File: src/rtl/fft_frame_scheduler.sv
// fft_frame_scheduler
//
// Sequences one FFT per incoming audio frame and publishes the result to the
// display at the next VGA vertical-blanking boundary, with a peak-hold decay
// on the displayed bins.
//
// Flow: IDLE -> START (launch FFT) -> WAIT_DONE (capture bins or time out)
//       -> HOLD (wait for vsync falling edge) -> COMMIT (update display) -> IDLE
//
// Ports
//   clk        system clock
//   reset      asynchronous, active-low reset
//   new_t      1-cycle pulse: a 16-sample frame is ready
//   start      1-cycle pulse: launch one FFT
//   done       1-cycle pulse: FFT finished, f0..f15 valid this cycle
//   f0..f15    FFT bin magnitudes (unsigned 16-bit)
//   vsync      VGA vertical sync, active-low, synchronous to clk
//   d0..d15    display bins (unsigned 16-bit), stable between commits
//   commit     1-cycle pulse in the cycle the display bins are updated
//   drop_cnt   saturating count of dropped frames (busy or timeout)
//   busy       high whenever the FSM is not in IDLE
//   fsm_state  current FSM state (debug)
//
// Handshake: every control signal is a single-cycle pulse, no back-pressure.
// new_t is only accepted in IDLE; in any other state it is counted as a drop
// and forgotten. done is only honoured in WAIT_DONE. A vsync falling edge is
// only honoured in HOLD.

module fft_frame_scheduler #(
    parameter int TIMEOUT_CYCLES = 4096,
    parameter int DECAY_SHIFT    = 3
) (
    input  logic        clk,
    input  logic        reset,
    input  logic        new_t,
    output logic        start,
    input  logic        done,
    input  logic [15:0] f0,
    input  logic [15:0] f1,
    input  logic [15:0] f2,
    input  logic [15:0] f3,
    input  logic [15:0] f4,
    input  logic [15:0] f5,
    input  logic [15:0] f6,
    input  logic [15:0] f7,
    input  logic [15:0] f8,
    input  logic [15:0] f9,
    input  logic [15:0] f10,
    input  logic [15:0] f11,
    input  logic [15:0] f12,
    input  logic [15:0] f13,
    input  logic [15:0] f14,
    input  logic [15:0] f15,
    input  logic        vsync,
    output logic [15:0] d0,
    output logic [15:0] d1,
    output logic [15:0] d2,
    output logic [15:0] d3,
    output logic [15:0] d4,
    output logic [15:0] d5,
    output logic [15:0] d6,
    output logic [15:0] d7,
    output logic [15:0] d8,
    output logic [15:0] d9,
    output logic [15:0] d10,
    output logic [15:0] d11,
    output logic [15:0] d12,
    output logic [15:0] d13,
    output logic [15:0] d14,
    output logic [15:0] d15,
    output logic        commit,
    output logic [7:0]  drop_cnt,
    output logic        busy,
    output logic [2:0]  fsm_state
);

    localparam int CW = (TIMEOUT_CYCLES > 1) ? $clog2(TIMEOUT_CYCLES) : 1;
    localparam logic [CW-1:0] TLAST = CW'(TIMEOUT_CYCLES - 1);

    typedef enum logic [2:0] {
        IDLE      = 3'd0,
        START     = 3'd1,
        WAIT_DONE = 3'd2,
        HOLD      = 3'd3,
        COMMIT    = 3'd4
    } state_t;

    state_t          state;
    state_t          state_nxt;
    logic [CW-1:0]   tcnt;
    logic            vsync_q;
    logic            vsync_fall;
    logic            capture;
    logic            timeout;
    logic            drop_event;
    logic [15:0]     f_in    [16];
    logic [15:0]     stage   [16];
    logic [15:0]     d_reg   [16];
    logic [15:0]     decayed [16];
    logic [15:0]     d_nxt   [16];

    assign f_in[0]  = f0;
    assign f_in[1]  = f1;
    assign f_in[2]  = f2;
    assign f_in[3]  = f3;
    assign f_in[4]  = f4;
    assign f_in[5]  = f5;
    assign f_in[6]  = f6;
    assign f_in[7]  = f7;
    assign f_in[8]  = f8;
    assign f_in[9]  = f9;
    assign f_in[10] = f10;
    assign f_in[11] = f11;
    assign f_in[12] = f12;
    assign f_in[13] = f13;
    assign f_in[14] = f14;
    assign f_in[15] = f15;

    assign d0  = d_reg[0];
    assign d1  = d_reg[1];
    assign d2  = d_reg[2];
    assign d3  = d_reg[3];
    assign d4  = d_reg[4];
    assign d5  = d_reg[5];
    assign d6  = d_reg[6];
    assign d7  = d_reg[7];
    assign d8  = d_reg[8];
    assign d9  = d_reg[9];
    assign d10 = d_reg[10];
    assign d11 = d_reg[11];
    assign d12 = d_reg[12];
    assign d13 = d_reg[13];
    assign d14 = d_reg[14];
    assign d15 = d_reg[15];

    // Falling edge of the active-low vsync: previous sample high, current low.
    assign vsync_fall = vsync_q & ~vsync;

    // Outputs are pure functions of the state register, so each pulse lasts
    // exactly one cycle and can never appear outside its own state.
    assign start     = (state == START);
    assign commit    = (state == COMMIT);
    assign busy      = (state != IDLE);
    assign fsm_state = state;

    // A timeout drop and a busy drop in the same cycle count as one drop.
    assign drop_event = timeout | (new_t & (state != IDLE));

    always_comb begin
        state_nxt = state;
        capture   = 1'b0;
        timeout   = 1'b0;
        case (state)
            IDLE: begin
                if (new_t) state_nxt = START;
            end
            START: begin
                state_nxt = WAIT_DONE;
            end
            WAIT_DONE: begin
                // done wins over an expiring timeout in the same cycle.
                if (done) begin
                    capture   = 1'b1;
                    state_nxt = HOLD;
                end else if (tcnt == TLAST) begin
                    timeout   = 1'b1;
                    state_nxt = IDLE;
                end
            end
            HOLD: begin
                if (vsync_fall) state_nxt = COMMIT;
            end
            COMMIT: begin
                state_nxt = IDLE;
            end
            default: begin
                state_nxt = IDLE;
            end
        endcase
    end

    // Peak hold: each bin decays by d/2^DECAY_SHIFT per commit, which can
    // never exceed d, so the subtraction cannot underflow.
    always_comb begin
        for (int k = 0; k < 16; k++) begin
            decayed[k] = d_reg[k] - (d_reg[k] >> DECAY_SHIFT);
            d_nxt[k]   = (stage[k] > decayed[k]) ? stage[k] : decayed[k];
        end
    end

    always_ff @(posedge clk or negedge reset) begin
        if (!reset) begin
            state <= IDLE;
        end else begin
            state <= state_nxt;
        end
    end

    always_ff @(posedge clk or negedge reset) begin
        if (!reset) begin
            tcnt <= '0;
        end else if (state == START) begin
            tcnt <= '0;
        end else if (state == WAIT_DONE) begin
            tcnt <= tcnt + 1'b1;
        end
    end

    always_ff @(posedge clk or negedge reset) begin
        if (!reset) begin
            vsync_q <= 1'b1;
        end else begin
            vsync_q <= vsync;
        end
    end

    always_ff @(posedge clk or negedge reset) begin
        if (!reset) begin
            drop_cnt <= 8'd0;
        end else if (drop_event && (drop_cnt != 8'hFF)) begin
            drop_cnt <= drop_cnt + 8'd1;
        end
    end

    always_ff @(posedge clk or negedge reset) begin
        if (!reset) begin
            for (int k = 0; k < 16; k++) begin
                stage[k] <= 16'd0;
                d_reg[k] <= 16'd0;
            end
        end else begin
            if (capture) begin
                for (int k = 0; k < 16; k++) stage[k] <= f_in[k];
            end
            if (state == COMMIT) begin
                for (int k = 0; k < 16; k++) d_reg[k] <= d_nxt[k];
            end
        end
    end

endmodule

File: config.mk
export PLATFORM = sky130hd
export DESIGN_NAME = fft_frame_scheduler
export DESIGN_NICKNAME = d
export VERILOG_FILES = /design/src/rtl/fft_frame_scheduler.sv
export SDC_FILE = /design/constraint.sdc
export NUM_CORES = 2
export LEC_CHECK = 0
export CAP_MARGIN = 20
export CORE_MARGIN = 4
export CORE_UTILIZATION = 35
export DETAILED_ROUTE_END_ITERATION = 12
export PLACE_DENSITY = 0.53
export RECOVER_POWER = 25
export SLEW_MARGIN = 20
export SYNTH_ARGS = -nofsm -noshare
export SYNTH_HDL_FRONTEND = slang
export SYNTH_SLANG_ARGS = --single-unit
File: constraint.sdc
create_clock -name clk -period 7.55 [get_ports clk]
set_clock_uncertainty 0.15 [all_clocks]
set_input_delay 1.51 -clock clk [delete_from_list [all_inputs] [get_ports clk]]
set_output_delay 1.51 -clock clk [all_outputs]
set_load 0.01 [all_outputs]
# Word-level counts from Yosys, hierarchy flattened
# Index checks and enable logic that the tools add are counted.
[word_totals] register_bits=536 input_bits=261 output_inout_bits=270 elab_cells=116
[op_classes] addsub=18 order_cmp=16 n_eq_ne=9 mux=28 bitwise_logic=4 n_reduce_logical=5
[op_table] operator="16-bit > comparator" n=16
[op_table] operator="16-bit two-way mux" n=16
[op_table] operator="16-bit by 13-bit subtractor with 16-bit output" n=16
[op_table] operator="12-bit two-way mux" n=2
[op_table] operator="12-bit by 1-bit adder with 12-bit output (second input constant)" n=1
[op_table] operator="12-bit == test (second input constant)" n=1
[op_table] operator="3-bit two-way mux" n=4
[op_table] operator="3-bit one-hot mux with 4 select lines" n=1
[op_table] operator="8-bit by 1-bit adder with 8-bit output (second input constant)" n=1
[op_table] operator="8-bit != test (second input constant)" n=1
[op_table] operator="3-bit by 2-bit == test with 1-bit output (second input constant)" n=2
[op_table] operator="1-bit two-way mux" n=5
[op_table] operator="2-bit != test (second input constant)" n=2
[op_table] operator="3-bit by 1-bit == test with 1-bit output (second input constant)" n=1
[op_table] operator="3-bit == test (second input constant)" n=1
[op_table] operator="3-bit zero test" n=1
[op_table] operator="3-bit != test (second input constant)" n=1
[op_table] operator="3-bit AND reduction" n=1
[op_table] operator="3-bit nonzero test" n=1
[op_table] operator="1-bit AND" n=2
[op_table] operator="2-bit nonzero test" n=1
[op_table] operator="1-bit logical AND" n=1
[op_table] operator="1-bit inverter" n=1
[op_table] operator="1-bit bitwise OR" n=1

# Depth between registers and ports, before layout
[logic_depth] ltp_word=6 ltp_mapped=21 ltp_nobuf=19

# Worst setup path before layout
# OpenSTA, ideal clock, no wires.
[synth_timing] path_type="register to register" start="register d_reg (netlist bit d13[4])" end="register d_reg (netlist bit d13[5])" setup_time_ps=130 t_arrival_ps=3945 required_ps=7270 setup_slack_ps=3325 stages_incl_launch_ff=20 path_buffers=2 synth_period_minus_slack_ps=4225 cell_sequence="dfrtp_1 inv_1 ha_1 nor2b_4 o31a_1 o41a_1 a21oi_2 o21ai_1 or4_4 xnor2_1 ha_1 nand4_1 nor4_1 a211o_1 o21a_1 clkbuf_1 clkbuf_1 nor2_1 o21ai_0 o21ai_0"
[synth_via] elab_chain_len=3
[synth_lines] element="start: declaration" line_no="98" source="logic [15:0] d_reg [16];"
[synth_lines] element="start signal: indexed assignment" line_no="229" source="d_reg[k] <= 16'd0;"
[synth_lines] element="16-bit by 13-bit subtractor with 16-bit output *" line_no="186" source="decayed[k] = d_reg[k] - (d_reg[k] >> DECAY_SHIFT);"
[synth_lines] element="16-bit > comparator" line_no="187" source="d_nxt[k] = (stage[k] > decayed[k]) ? stage[k] : decayed[k];"
[synth_lines] element="16-bit two-way mux *" line_no="187"
# Mark *: on every way between the ends. The rest lies on a longest branch, timed or not.
# A chain may end at the register's enable or synchronous reset.

==> metrics.cfg <==
[run_status]
status=finished with violations
violations=max-capacitance violations, max-slew violations

[die]
die_w_um=341
core_area_mm2=0.109
io_pins=531
initial_core_util=0.355
die_area_mm2=0.116
num_rows=121
die_h_um=341

[cells_and_area]
syn_to_final_growth_pct=24.3
drive_gt1_frac=0.0794
largest_register=stage
largest_register_ffs=256
nets=5558

[yosys]
synth_top_area_cell=dfrtp_1
synth.top_cell.area_share=0.345
yosys-top-cells-area=dfrtp_1 (34%), ha_1 (15%), o21ai_0 (5.3%)
ys.warnings.count=0
syn_avg_cell_area_um2=8.96
netlist_instances=4333
synth-seq-cells=536
synth.yosys.seq_area_share=0.346
yosys_most_used_dff=dfrtp_1
synth_nets=5076
async_flop_share=1.00
yosysMostFrequentCell=dfrtp_1
synth_common_cells=dfrtp_1 (535), ha_1 (466), o21ai_0 (410)
ys_types=76
synth_edf_count=0
syn_area_mm2=0.0388

[timing]
slew_headroom=-1.77
finalSetupViolCount=0
tightest_slew_ns=4.16
period_minus_slack_ns=5.54
drv_slew=346
fin_setup_tns_ns=0
hold_viol=0
fin_hold_ws_ns=0.344
fmax_mhz=181
post-route-period-util=0.734
rsz0062_at_grt=false

[grt]
antenna_found_initial=16
grt_start_max_net_pins=145
gr-total-overflow=0
grt_usage=0.203
first_global_vias=32600
grt_pass1_wl_mm=189

[detailed_routing]
drc=0
drt_wl_total_mm=121
drt-vias-per-instance=5.18
drt_iter0_drc=1841
dr_total_vias=32900
post_drt_wl_per_cell_um=19.0
ant_nets=0
detail_route.first_pass.iterations=7

[min_path]
min_path_type=reg2reg
worst_hold_startpoint=tcnt[4]

[setup_path]
slowest_stage=clkbuf_1
crit_path_max_fanout=97
path_cells=buf_8, clkbuf_1
r2r_start=d4[4]
cp_data_required_time_ns=7.16
crit_path_start_kind=primary input
crit_start=reset
cp_top_family=buffers and inverters
worstPathArrival_ns=5.15
critPathKind=in2async
end_kind=asynchronous set/reset pin
cpPeakStageDelay_ns=2.96
path_buf_inv=2

[clock_network]
postCtsResizedCells=0
cts_buffers=74
clock_latency_ns=0.64
cts_hold_buf=0
clock-root-buffer=clkbuf_16
clock_path_buffers=3
tritoncts=built
post-cts-setup-buffers=0
path_clk_slew_ns=0.06
cts.sinks=536
cts-htree-levels=3

[placement]
port_buffers=530
dp_hpwl_mm=90.7
gp_congestion=0.873

[run]
maxCapViolCount=3

[cell type report]
type / count / area (um2)
well taps: 1476 / 1850
repair buffers: 555 / 5530
flip-flops and latches: 536 / 13400
multi-input cells: 3259 / 23400
clock buffers: 109 / 2240
inverters: 389 / 1470
diodes: 11 / 27.5
clock inverters: 23 / 350
fillers: 10900 / 61200
[stage by stage]
stage               area (um2)   util  worst slack [ns]  instances
floorplan                38800      -              3.33       4333
finish                   48200  0.441              2.01       6358
detailed placement       45700  0.417              2.10       6215
global route             48200  0.441              1.04       6353
CTS                      48300  0.441              2.08       6347
global placement         45700  0.417              2.17       6215
[final timing paths]
| kind | endpoint | slack, ns | cells after the start |
|---|---|---|---|
| min reg2reg | tcnt[4] | 0.34 | 1 |
| max reg2reg | d4[15] | 2.17 | 18 |
| max in group clk | d4[15] | 2.17 | 18 |
| max | stage[180] | 2.01 | 2 |
| min in group asynchronous | d7[4] | 0.76 | 1 |
| min | tcnt[4] | 0.34 | 1 |
[kinds of logic after synthesis]
group / synth area share
multiplexers: 0.0619
AO/OA/AOI/OAI: 0.193
flip-flops: 0.346
AND/OR/NAND/NOR: 0.141
adder cells (fa/ha/maj): 0.158
XOR/XNOR: 0.0460
buffers and inverters: 0.0536
[cells in the final DEF (no fill, tap or decap), types with 15 or more instances in the layout]
cell type / count
o21a_1: 68
nand4_1: 71
a21oi_1: 294
clkdlybuf4s50_1: 528
mux2i_1: 40
nand3_1: 66
nor3_1: 37
o21ai_0: 408
a211o_1: 17
or2_2: 27
inv_1: 388
o211ai_1: 40
clkbuf_1: 16
mux2_2: 178
or3_1: 26
nor2_1: 232
dfrtp_1: 535
fa_1: 16
nand2_1: 386
xor2_1: 59
a31oi_1: 59
o31ai_1: 44
clkbuf_16: 79
xnor2_1: 145
o31a_1: 18
a211oi_1: 29
o21ai_1: 17
clkbuf_8: 15
a2bb2oi_1: 16
and2_1: 28
a21o_1: 120
ha_1: 466
buf_4: 19
nand2b_1: 66
nor4_1: 24
nor2b_1: 72
and3_1: 41
[per-layer routing]
layer  up-vias  routed length [um]  global-route usage
li1      16400                   -                   -
met1     15700               55500               0.271
met2       678               55100               0.328
met3       171                6720              0.0454
met4         6                3580              0.0641
met5         -                  37                   0
Power is left out: the tool's default activity adds up to more than one toggle a clock period on the data nets, which glitch-free logic cannot reach.
